## config.mk

```make
export PLATFORM = sky130hd
export DESIGN_NAME = udp_tx_pkt_gen
export DESIGN_NICKNAME = d
export VERILOG_FILES = /design/src/rtl/udp_gen_pkg.sv /design/src/rtl/udp_payload_gen.sv /design/src/rtl/udp_tx_pkt_gen.sv
export SDC_FILE = /design/constraint.sdc
export NUM_CORES = 1
export LEC_CHECK = 0
export CAP_MARGIN = 20
export CORE_MARGIN = 8
export CORE_UTILIZATION = 25
export CTS_CLUSTER_DIAMETER = 60
export DETAILED_ROUTE_END_ITERATION = 6
export MAX_ROUTING_LAYER = met4
export PLACE_DENSITY = 0.54
export SLEW_MARGIN = 20
export SYNTH_ARGS = -nofsm -noshare
export SYNTH_HDL_FRONTEND = slang
export SYNTH_HIERARCHICAL = 1
export SYNTH_SLANG_ARGS = --single-unit
```

## constraint.sdc

```tcl
create_clock -name gmii_tx_clk -period 10.5 [get_ports gmii_tx_clk]
set_input_delay 1.05 -clock gmii_tx_clk [delete_from_list [all_inputs] [get_ports gmii_tx_clk]]
set_output_delay 1.05 -clock gmii_tx_clk [all_outputs]
set_load 0.005 [all_outputs]
```

## src/rtl/udp_gen_pkg.sv

```systemverilog
// udp_gen_pkg: shared FSM state encoding and payload mode codes for the UDP tx packet generator.
// Rev 1.0
`default_nettype none

package udp_gen_pkg;

  typedef enum logic [1:0] {
    ST_IDLE = 2'd0,
    ST_ARM  = 2'd1,
    ST_WAIT = 2'd2,
    ST_GAP  = 2'd3
  } state_t;

  localparam logic [1:0] MODE_INC   = 2'd0;
  localparam logic [1:0] MODE_CONST = 2'd1;
  localparam logic [1:0] MODE_LFSR  = 2'd2;
  localparam logic [1:0] MODE_WALK  = 2'd3;

endpackage

`default_nettype wire

```

## src/rtl/udp_payload_gen.sv

```systemverilog
// udp_payload_gen: payload word register with increment / constant / Galois LFSR / walking-one advance.
// Rev 1.0
`default_nettype none

module udp_payload_gen
  import udp_gen_pkg::*;
#(
  parameter int                DATA_W    = 32,
  parameter logic [DATA_W-1:0] INC_STEP  = 32'h0000_1111,
  parameter logic [DATA_W-1:0] SEED      = '0,
  parameter logic [DATA_W-1:0] LFSR_POLY = 32'h8020_0003
) (
  input  logic              clk,
  input  logic              rst,
  input  logic              load,
  input  logic              advance,
  input  logic [1:0]        mode,
  output logic [DATA_W-1:0] data
);

  logic [DATA_W-1:0] next_word;

  always_comb begin
    next_word = data;
    case (mode)
      MODE_INC:   next_word = data + INC_STEP;
      MODE_CONST: next_word = data;
      MODE_LFSR:  next_word = data[0] ? ((data >> 1) ^ LFSR_POLY) : (data >> 1);
      // An all-zero word would rotate forever as zero, so it seeds the walking bit.
      MODE_WALK:  next_word = (data == '0) ? {{(DATA_W-1){1'b0}}, 1'b1}
                                           : {data[DATA_W-2:0], data[DATA_W-1]};
      default:    next_word = data;
    endcase
  end

  always_ff @(posedge clk) begin
    if (rst) begin
      data <= '0;
    end else if (load) begin
      data <= SEED;
    end else if (advance) begin
      data <= next_word;
    end
  end

endmodule

`default_nettype wire

```

## src/rtl/udp_tx_pkt_gen.sv

```systemverilog
// udp_tx_pkt_gen: programmable UDP transmit packet source with gap control and done-watchdog.
// Rev 1.0
`default_nettype none

module udp_tx_pkt_gen
  import udp_gen_pkg::*;
#(
  parameter int                DATA_W      = 32,
  parameter int                LEN_W       = 16,
  parameter int                GAP_W       = 16,
  parameter logic [DATA_W-1:0] INC_STEP    = 32'h0000_1111,
  parameter logic [DATA_W-1:0] SEED        = '0,
  parameter logic [DATA_W-1:0] LFSR_POLY   = 32'h8020_0003,
  parameter int                TIMEOUT_CYC = 65535
) (
  input  logic              gmii_tx_clk,
  input  logic              rst,
  input  logic              start,
  input  logic              stop,
  input  logic [15:0]       pkt_count,
  input  logic [LEN_W-1:0]  len_a,
  input  logic [LEN_W-1:0]  len_b,
  input  logic [GAP_W-1:0]  gap_cycles,
  input  logic [1:0]        mode,
  input  logic              tx_req,
  input  logic              tx_done,
  output logic              tx_start_en,
  output logic [DATA_W-1:0] tx_data,
  output logic [LEN_W-1:0]  tx_byte_num,
  output logic              busy,
  output logic [15:0]       pkts_sent,
  output logic              err_timeout
);

  localparam int WD_W = $clog2(TIMEOUT_CYC + 1);

  state_t            state, state_next;
  logic              stop_q;
  logic              idx;
  logic [15:0]       pkt_cnt_q;
  logic [LEN_W-1:0]  len_a_q, len_b_q;
  logic [GAP_W-1:0]  gap_q, gap_cnt;
  logic [1:0]        mode_q;
  logic [WD_W-1:0]   wd_cnt;

  logic              stop_any, done_last, wd_expire, gap_expire;
  logic              pl_load, pl_advance;
  logic [1:0]        pl_mode;

  function automatic logic [LEN_W-1:0] clamp_len(input logic [LEN_W-1:0] l);
    return (l == '0) ? {{(LEN_W-1){1'b0}}, 1'b1} : l;
  endfunction

  assign stop_any   = stop | stop_q;
  assign done_last  = (pkt_cnt_q != 16'd0) && ((pkts_sent + 16'd1) == pkt_cnt_q);
  assign wd_expire  = (wd_cnt == WD_W'(TIMEOUT_CYC - 1));
  assign gap_expire = (gap_cnt == (gap_q - 1'b1));

  always_ff @(posedge gmii_tx_clk) begin
    if (rst) state <= ST_IDLE;
    else     state <= state_next;
  end

  always_comb begin
    state_next  = state;
    tx_start_en = 1'b0;
    case (state)
      ST_IDLE: if (start) state_next = ST_ARM;
      ST_ARM: begin
        tx_start_en = 1'b1;
        state_next  = ST_WAIT;
      end
      ST_WAIT: begin
        if (tx_done) begin
          if (stop_any || done_last) state_next = ST_IDLE;
          else if (gap_q == '0)      state_next = ST_ARM;
          else                       state_next = ST_GAP;
        end else if (wd_expire) begin
          state_next = ST_IDLE;
        end
      end
      ST_GAP: begin
        if (stop_any)        state_next = ST_IDLE;
        else if (gap_expire) state_next = ST_ARM;
      end
      default: state_next = ST_IDLE;
    endcase
  end

  // Done reloads the seed, so a coincident tx_req must not also advance the word.
  assign pl_load    = ((state == ST_IDLE) && start) || ((state == ST_WAIT) && tx_done);
  assign pl_advance = (state == ST_WAIT) && tx_req && !tx_done;
  assign pl_mode    = (state == ST_IDLE) ? mode : mode_q;

  udp_payload_gen #(
    .DATA_W    (DATA_W),
    .INC_STEP  (INC_STEP),
    .SEED      (SEED),
    .LFSR_POLY (LFSR_POLY)
  ) u_payload (
    .clk     (gmii_tx_clk),
    .rst     (rst),
    .load    (pl_load),
    .advance (pl_advance),
    .mode    (pl_mode),
    .data    (tx_data)
  );

  always_ff @(posedge gmii_tx_clk) begin
    if (rst) begin
      stop_q      <= 1'b0;
      idx         <= 1'b0;
      pkt_cnt_q   <= '0;
      len_a_q     <= '0;
      len_b_q     <= '0;
      gap_q       <= '0;
      mode_q      <= '0;
      gap_cnt     <= '0;
      wd_cnt      <= '0;
      tx_byte_num <= '0;
      busy        <= 1'b0;
      pkts_sent   <= '0;
      err_timeout <= 1'b0;
    end else begin
      if (state_next == ST_IDLE) stop_q <= 1'b0;
      else if (stop)             stop_q <= 1'b1;

      case (state)
        ST_IDLE: begin
          if (start) begin
            pkt_cnt_q   <= pkt_count;
            len_a_q     <= len_a;
            len_b_q     <= len_b;
            gap_q       <= gap_cycles;
            mode_q      <= mode;
            idx         <= 1'b0;
            pkts_sent   <= '0;
            err_timeout <= 1'b0;
            busy        <= 1'b1;
            tx_byte_num <= clamp_len(len_a);
          end
        end
        ST_ARM: wd_cnt <= '0;
        ST_WAIT: begin
          if (tx_done) begin
            pkts_sent <= pkts_sent + 16'd1;
            idx       <= ~idx;
            gap_cnt   <= '0;
            if (state_next == ST_IDLE) busy <= 1'b0;
            // idx has not toggled yet, so the next packet uses the opposite length.
            if (state_next == ST_ARM) tx_byte_num <= clamp_len(idx ? len_a_q : len_b_q);
          end else begin
            wd_cnt <= wd_cnt + 1'b1;
            if (wd_expire) begin
              err_timeout <= 1'b1;
              busy        <= 1'b0;
            end
          end
        end
        ST_GAP: begin
          gap_cnt <= gap_cnt + 1'b1;
          if (state_next == ST_IDLE) busy <= 1'b0;
          if (state_next == ST_ARM)  tx_byte_num <= clamp_len(idx ? len_b_q : len_a_q);
        end
        default: ;
      endcase
    end
  end

endmodule

`default_nettype wire

```

=== Yosys cells after proc, flatten, opt, wreduce, memory -nomap -nowiden ===
Cells that the tools add are included.

* Shift-type cells: 0
* Multipliers: 0
* Eq/ne operators: 17
* Mux-type cells: 41
* Bitwise gates (word level): 4
* Add/sub/neg operators: 5
* Reduce and logical (&&, ||, !) cells: 31
* Divide/modulo/power cells: 0
* Order comparisons: 0

{| class="wikitable"
|+ Operator list
! cell !! count
|-
| $mux W16 || 13
|-
| $pmux W16 S2 || 3
|-
| $pmux W32 S3 || 1
|-
| $logic_not A16 Y1 || 4
|-
| $mux W32 || 2
|-
| $add A16 B1 Y16 const B || 3
|-
| $pmux W16 S3 || 1
|-
| $add A32 B13 Y32 const B || 1
|-
| $eq A16 B16 Y1 || 2
|-
| $logic_not A32 Y1 || 1
|-
| $eq A16 B16 Y1 const B || 1
|-
| $mux W2 || 8
|-
| $reduce_bool A16 Y1 || 1
|-
| $sub A16 B1 Y16 const B || 1
|-
| $ne A2 B2 Y1 const B || 5
|-
| $mux W1 || 9
|-
| $eq A2 B2 Y1 const B || 4
|-
| $pmux W2 S4 || 1
|-
| $reduce_and A2 Y1 || 4
|-
| $eq A2 B1 Y1 const B || 3
|-
| $logic_not A2 Y1 || 3
|-
| $reduce_and A3 Y1 || 2
|-
| $reduce_bool A2 Y1 || 3
|-
| $logic_and A1 B1 Y1 || 5
|-
| 13 further kinds || 17
|}

* Memory bits (read-only): 0
* Register bits: 168
* Memories: 0
* Latch bits: 0
* Input bits: 72
* Memory bits (writable): 0

=== Longest topological paths before layout ===
* Word-level depth: 11
* Mapped depth: 12
* Gate-level depth less buffers: 10

=== Hierarchy ===
Netlist, hierarchy kept.

{| class="wikitable"
|+ Modules (own cells, without submodules)
! module !! times used !! area each (sq um) !! cells each
|-
| udp_tx_pkt_gen || 1 || 7121.8 || 931
|-
| udp_payload_gen || 1 || 2628.8 || 349
|}

=== Least setup slack after synthesis ===
Ideal clock, no wire load.

* Path type: flip-flop to flip-flop
* Start: register gap_q[3]
* End: register tx_byte_num[0]
* Setup slack: 7218 ps
* Data required time: 10379 ps
* Arrival time: 3161 ps
* Path buffers: 3
* Setup time: 121 ps
* Cell stages (with the launch flop): 12
* Path through: dfxtp_1 clkbuf_1 or4_1 buf_2 or4_1 a21oi_1 a21oi_1 or4_4 nor4_4 o211ai_4 buf_6 mux2_4

* Cells in the longest elaborated chain, start to end: 8
* Elaborated cells between the ends (all ways): 13

{| class="wikitable"
|+ Ends and longest elaborated chain
! item !! line !! RTL
|-
| start: declaration || udp_tx_pkt_gen.sv:42 || <nowiki>logic [GAP_W-1:0] gap_q, gap_cnt;</nowiki>
|-
| start signal: assignment || udp_tx_pkt_gen.sv:134 || <nowiki>gap_q <= gap_cycles;</nowiki>
|-
| $sub A16 B1 Y16 / $logic_not A16 Y1 (equally long branches) || udp_tx_pkt_gen.sv:57, udp_tx_pkt_gen.sv:76 ||
|-
| $eq A16 B16 Y1 / $mux W2 (equally long branches) || udp_tx_pkt_gen.sv:57, udp_tx_pkt_gen.sv:76 ||
|-
| $mux W2, on equally long branches || udp_tx_pkt_gen.sv:84, udp_tx_pkt_gen.sv:75 ||
|-
| $mux W2, on equally long branches || udp_tx_pkt_gen.sv:83, udp_tx_pkt_gen.sv:74 ||
|-
| $pmux W2 S4 (*) || udp_tx_pkt_gen.sv:67 || <nowiki>case (state)</nowiki>
|-
| $eq A2 B1 Y1 (*) || udp_tx_pkt_gen.sv:151, udp_tx_pkt_gen.sv:163 ||
|-
| $ne A2 B2 Y1 (no source line) / $ne A2 B1 Y1 (equally long branches) || - ||
|-
| $reduce_and A5 Y1 (no source line) (*) || - ||
|-
| end signal: assignment || udp_tx_pkt_gen.sv:140 || <nowiki>tx_byte_num <= clamp_len(len_a);</nowiki>
|-
| end signal: assignment || udp_tx_pkt_gen.sv:151 || <nowiki>if (state_next == ST_ARM) tx_byte_num <= clamp_len(idx ? len_a_q : len_b_q);</nowiki>
|-
| end signal: assignment || udp_tx_pkt_gen.sv:163 || <nowiki>if (state_next == ST_ARM) tx_byte_num <= clamp_len(idx ? len_b_q : len_a_q);</nowiki>
|-
| end: declaration || udp_tx_pkt_gen.sv:29 || <nowiki>output logic [LEN_W-1:0] tx_byte_num,</nowiki>
|}

Mark *: on every way between the ends. The rest lies on a longest branch, timed or not.
A chain may end at the register's enable or synchronous reset.

=== Worst setup path after layout ===
* Start: register state[1]
* End: output tx_start_en

* Cells in the longest elaborated chain, start to end: 2

{| class="wikitable"
|+ Ends and longest elaborated chain
! item !! line !! RTL
|-
| start: declaration || udp_tx_pkt_gen.sv:37 || <nowiki>state_t state, state_next;</nowiki>
|-
| start signal: assignment || udp_tx_pkt_gen.sv:61 || <nowiki>else state <= state_next;</nowiki>
|-
| $eq A2 B1 Y1 || udp_tx_pkt_gen.sv:67 ||
|-
| $mux W1 || udp_tx_pkt_gen.sv:67 ||
|-
| end: declaration || udp_tx_pkt_gen.sv:27 || <nowiki>output logic tx_start_en,</nowiki>
|}

No other way between the ends.

==> impl_summary.log <==
INFO  metric status = finished clean
INFO  metric grt.overflow.total = 0
INFO  metric crit_path_start_kind = register
INFO  metric worst-r2r-setup-slack = 6490 ps
INFO  metric power.sequential.fraction = 0.422
INFO  metric drc = 0
INFO  metric crit-reg2reg-capture = u_payload/data[7]
INFO  metric post_dp_cell_area = 11,400 um^2
INFO  metric critical-path-slowest-cell = dfxtp_1
INFO  metric grt_first_pass_wirelength = around 52,000 um
INFO  metric ys_top_cells_by_area = dfxtp_1 (34%), nand2_1 (7.8%), a21oi_1 (6.5%)
INFO  metric synth_most_common_cell = nand2_1
INFO  metric design.core.area = 38,600 um^2
INFO  metric cts_hold_repair.buffers = 0
INFO  metric post_synth.cell_area_avg = between 7 and 8 um^2
INFO  metric first_pass_iters = 5
INFO  metric place.port_buffers = approximately 140
INFO  metric critPathBufInv = 3
INFO  metric power_frac_clock = 0.407
INFO  metric crit_path_max_incr_delay = slightly below 900 ps
INFO  metric report.final.slew_viol_count = 0
INFO  metric worst_path_most_repeated_cell = inv_1
INFO  metric timing.fmax = approximately 240 MHz
INFO  metric cp.required = around 9500 ps
INFO  metric tightest_slew = 1160 ps
INFO  metric flops_latches_synth = 168
INFO  metric hold_path_end = mode_q[1]
INFO  metric std_cell_rows = 72
INFO  metric finalCritPeriodShare = 0.395
INFO  metric yosys_warning_count = 6
INFO  metric cp_cell_sequence = inv_1 > nand2_1 > inv_1 > clkdlybuf4s50_1
INFO  metric worst_clock_skew = 14.9 ps
INFO  metric cts_tree = yes
INFO  metric synthesis.instances = 1,280
INFO  metric p_leak = 0.00402 uW
INFO  metric maximum_number_of_pins_on_one_net_before_global_route_repair = 75
INFO  metric tritoncts_num_sinks = approximately 170
INFO  metric hpwl = 23,100 um
INFO  metric switching_power = 479 uW
INFO  metric synth_top_area_cell = dfxtp_1
INFO  metric drt_first_iter_violations = 822
INFO  metric die_width = 213 um
INFO  metric worstReg2RegStart = state[1]
INFO  metric area_growth_from_synthesis_to_layout = 23.2%
INFO  metric grt_pass1_vias = 9,379
INFO  metric finalSetupViolations = 0
INFO  metric cts_htree_levels = 4
INFO  metric floorplan.io_pins = between 100 and 150
INFO  metric fin_hold_ws = between 400 and 500 ps
INFO  metric synth.top_cells.by_count = nand2_1 (202), dfxtp_1 (168), a21oi_1 (127)
INFO  metric clock_pin_transition_on_the_worst_setup_and_hold_timing_paths = 80 ps
INFO  metric synth.yosys.seq_area_share = 0.345
INFO  metric timing.setup.critical_path_class = reg2out
INFO  metric detail-route-antenna-nets = 0
INFO  metric cts_buffers = 17
INFO  metric max_cap_violations = 0
INFO  metric worstPathMaxFanout = 22
INFO  metric post_cts_resize_count = 0
INFO  metric whs_path_depth = 2
INFO  metric power_switching_share = 0.289
INFO  metric count_of_flip_flops_with_a_built_in_enable_after_synthesis = 0
INFO  metric initial_antenna_violation_count = 1
INFO  metric synth_top_area_frac = 0.345
INFO  metric design_area = ~12,000 um^2
INFO  metric cp-end-kind = primary output
INFO  metric synth.distinct_cells = 79
INFO  metric rr_worst_depth = 9
INFO  metric synthesis.nets = 1,359
INFO  metric timing_hold_violations_final = 0
INFO  metric timing.setup.tns = 0 ps
INFO  metric power_density = 138 nW/um^2
INFO  metric detailroute.via_count = just under 10,000
INFO  metric postSynth.topFlopCell = dfxtp_1
INFO  metric ctsRootBufferMaster = clkbuf_16
INFO  metric critical_path_arrival = 3100 ps
INFO  metric relSlewSlack = 0.219
INFO  metric layout_cell_share_with_drive_strength_beyond_1 = 0.0600
INFO  metric finalWorstSetupSlack = 6350 ps
INFO  metric viasPerCell = 5.26
INFO  metric fillerInstances = 4,170
INFO  metric die_height = 213 um
INFO  metric fin_crit = 4150 ps
INFO  metric crit_family = buffers and inverters
INFO  metric design.die.area = 45,600 um^2
INFO  metric finalNetCount = around 1,400
INFO  metric finalCoreUtilization = 0.311
INFO  metric final_routed_wire_length_divided_by_cell_count = 17.7 um
INFO  metric largest_voltage_drop_on_the_vdd_net = 89.1 uV
INFO  metric dpl_worst_slack = 6130 ps
INFO  metric fraction_of_synthesis_flops_using_an_asynchronous_set_or_reset_pin = 0
INFO  metric cts_setup_buffers = 0
INFO  metric timing.hold.worst.start = mode_q[1]
INFO  metric gp_congestion = around 0.87
INFO  metric cp.depth = 4
INFO  metric internal_power = 1180 uW
INFO  metric clock_insertion_delay_worst_skew = 450 ps
INFO  metric power.combinational.fraction = 0.171
INFO  metric routed_wl = 33,100 um
INFO  metric groute.usage.overall = 0.146
INFO  metric synth.cell_area = 9750 um^2
INFO  metric start_util = 0.253
INFO  metric min-delay-path-class = reg2reg
INFO  metric grt_setup_unrepaired = false
INFO  metric cts-root-to-sink-buffers = 2
## flip-flops by register name, indices dropped and copies added (netlist names), 16 cells and up
register	flops
u_payload/data	32
gap_cnt	16
gap_q	16
len_a_q	16
len_b_q	16
pkt_cnt_q	16
pkts_sent	16
tx_byte_num	16
wd_cnt	16
## through the flow
stage	std cells	power, uW
after CTS	1869	1680
after detailed placement	1837	997
after global placement	1837	994
after floorplan	1280	887
after global routing	1870	1730
final	1870	1660
## cell usage in the layout (no fill, tap or decap), types with 7 or more instances in the layout
master / count
mux2_2: 8
and3_1: 15
a21oi_1: 127
o21ai_1: 7
and4_1: 10
nand3_1: 36
xnor2_1: 33
and2_1: 11
inv_1: 25
a211oi_1: 8
a221oi_1: 21
a222oi_1: 7
clkbuf_16: 17
nor2b_1: 17
nor4_1: 33
a311oi_1: 15
mux2i_1: 7
buf_4: 9
xor2_1: 22
dfxtp_1: 168
nand4_1: 19
clkdlybuf4s50_1: 137
o21a_1: 8
nor2_1: 108
nand2_1: 201
a31oi_1: 26
a22oi_1: 11
o21ai_0: 60
mux2_4: 8
nor3_1: 26
ha_1: 7
## tightest hold or removal path, delay by kind of cell, from the launching register on
kind,cells,cell delay [ps]
flip-flops,1,310
AND/OR/NAND/NOR,1,50
AO/OA/AOI/OAI,1,50
## worst max-delay path by stage
stage                         from                  to  slack, ps
after CTS                 state[1]         tx_start_en       6310
after global routing      state[1]         tx_start_en       6120
after detailed placement   tx_done  u_payload/data[18]       6130
final                     state[1]         tx_start_en       6350
after floorplan           gap_q[3]      tx_byte_num[0]       7220
after global placement     tx_done  u_payload/data[18]       6230
## power groups by stage
stage	combinational [uW]	clock (uW)	sequential (uW)
2_1_floorplan	188	0	698
3_3_place_gp	282	0	713
3_5_place_dp	285	0	712
4_1_cts	285	694	698
5_1_grt	312	719	703
6_report	283	674	699
## cell type report
class	instances	area (um^2)	share of cell area
repair buffers	146	1440	0.120
flip-flops and latches	168	3360	0.280
clock inverters	12	165	0.0138
clock buffers	20	457	0.0380
inverters	26	97.6	0.00813
multi-input cells	979	5840	0.486
diodes	1	2.50	0.000208
well taps	518	648	0.0540
## per-layer routing
metal	routed length, um	part of all wire	GRT usage
met1	15000	0.45	0.188
met2	15500	0.47	0.231
met3	2110	0.064	0.0335
met4	408	0.012	0.0378
met5	0	0	-
## cells by family (layout without fill, tap and decap cells)
group,after synthesis,count (layout),share of synthesized area
AND/OR/NAND/NOR,534,534,0.269
AO/OA/AOI/OAI,360,360,0.242
flip-flops,168,168,0.345
buffers and inverters,133,204,0.0574
XOR/XNOR,55,55,0.0494
multiplexers,23,23,0.0287
adder cells (fa/ha/maj),7,7,0.00898
other,0,1,0
Power figures use the tool's default switching activity.
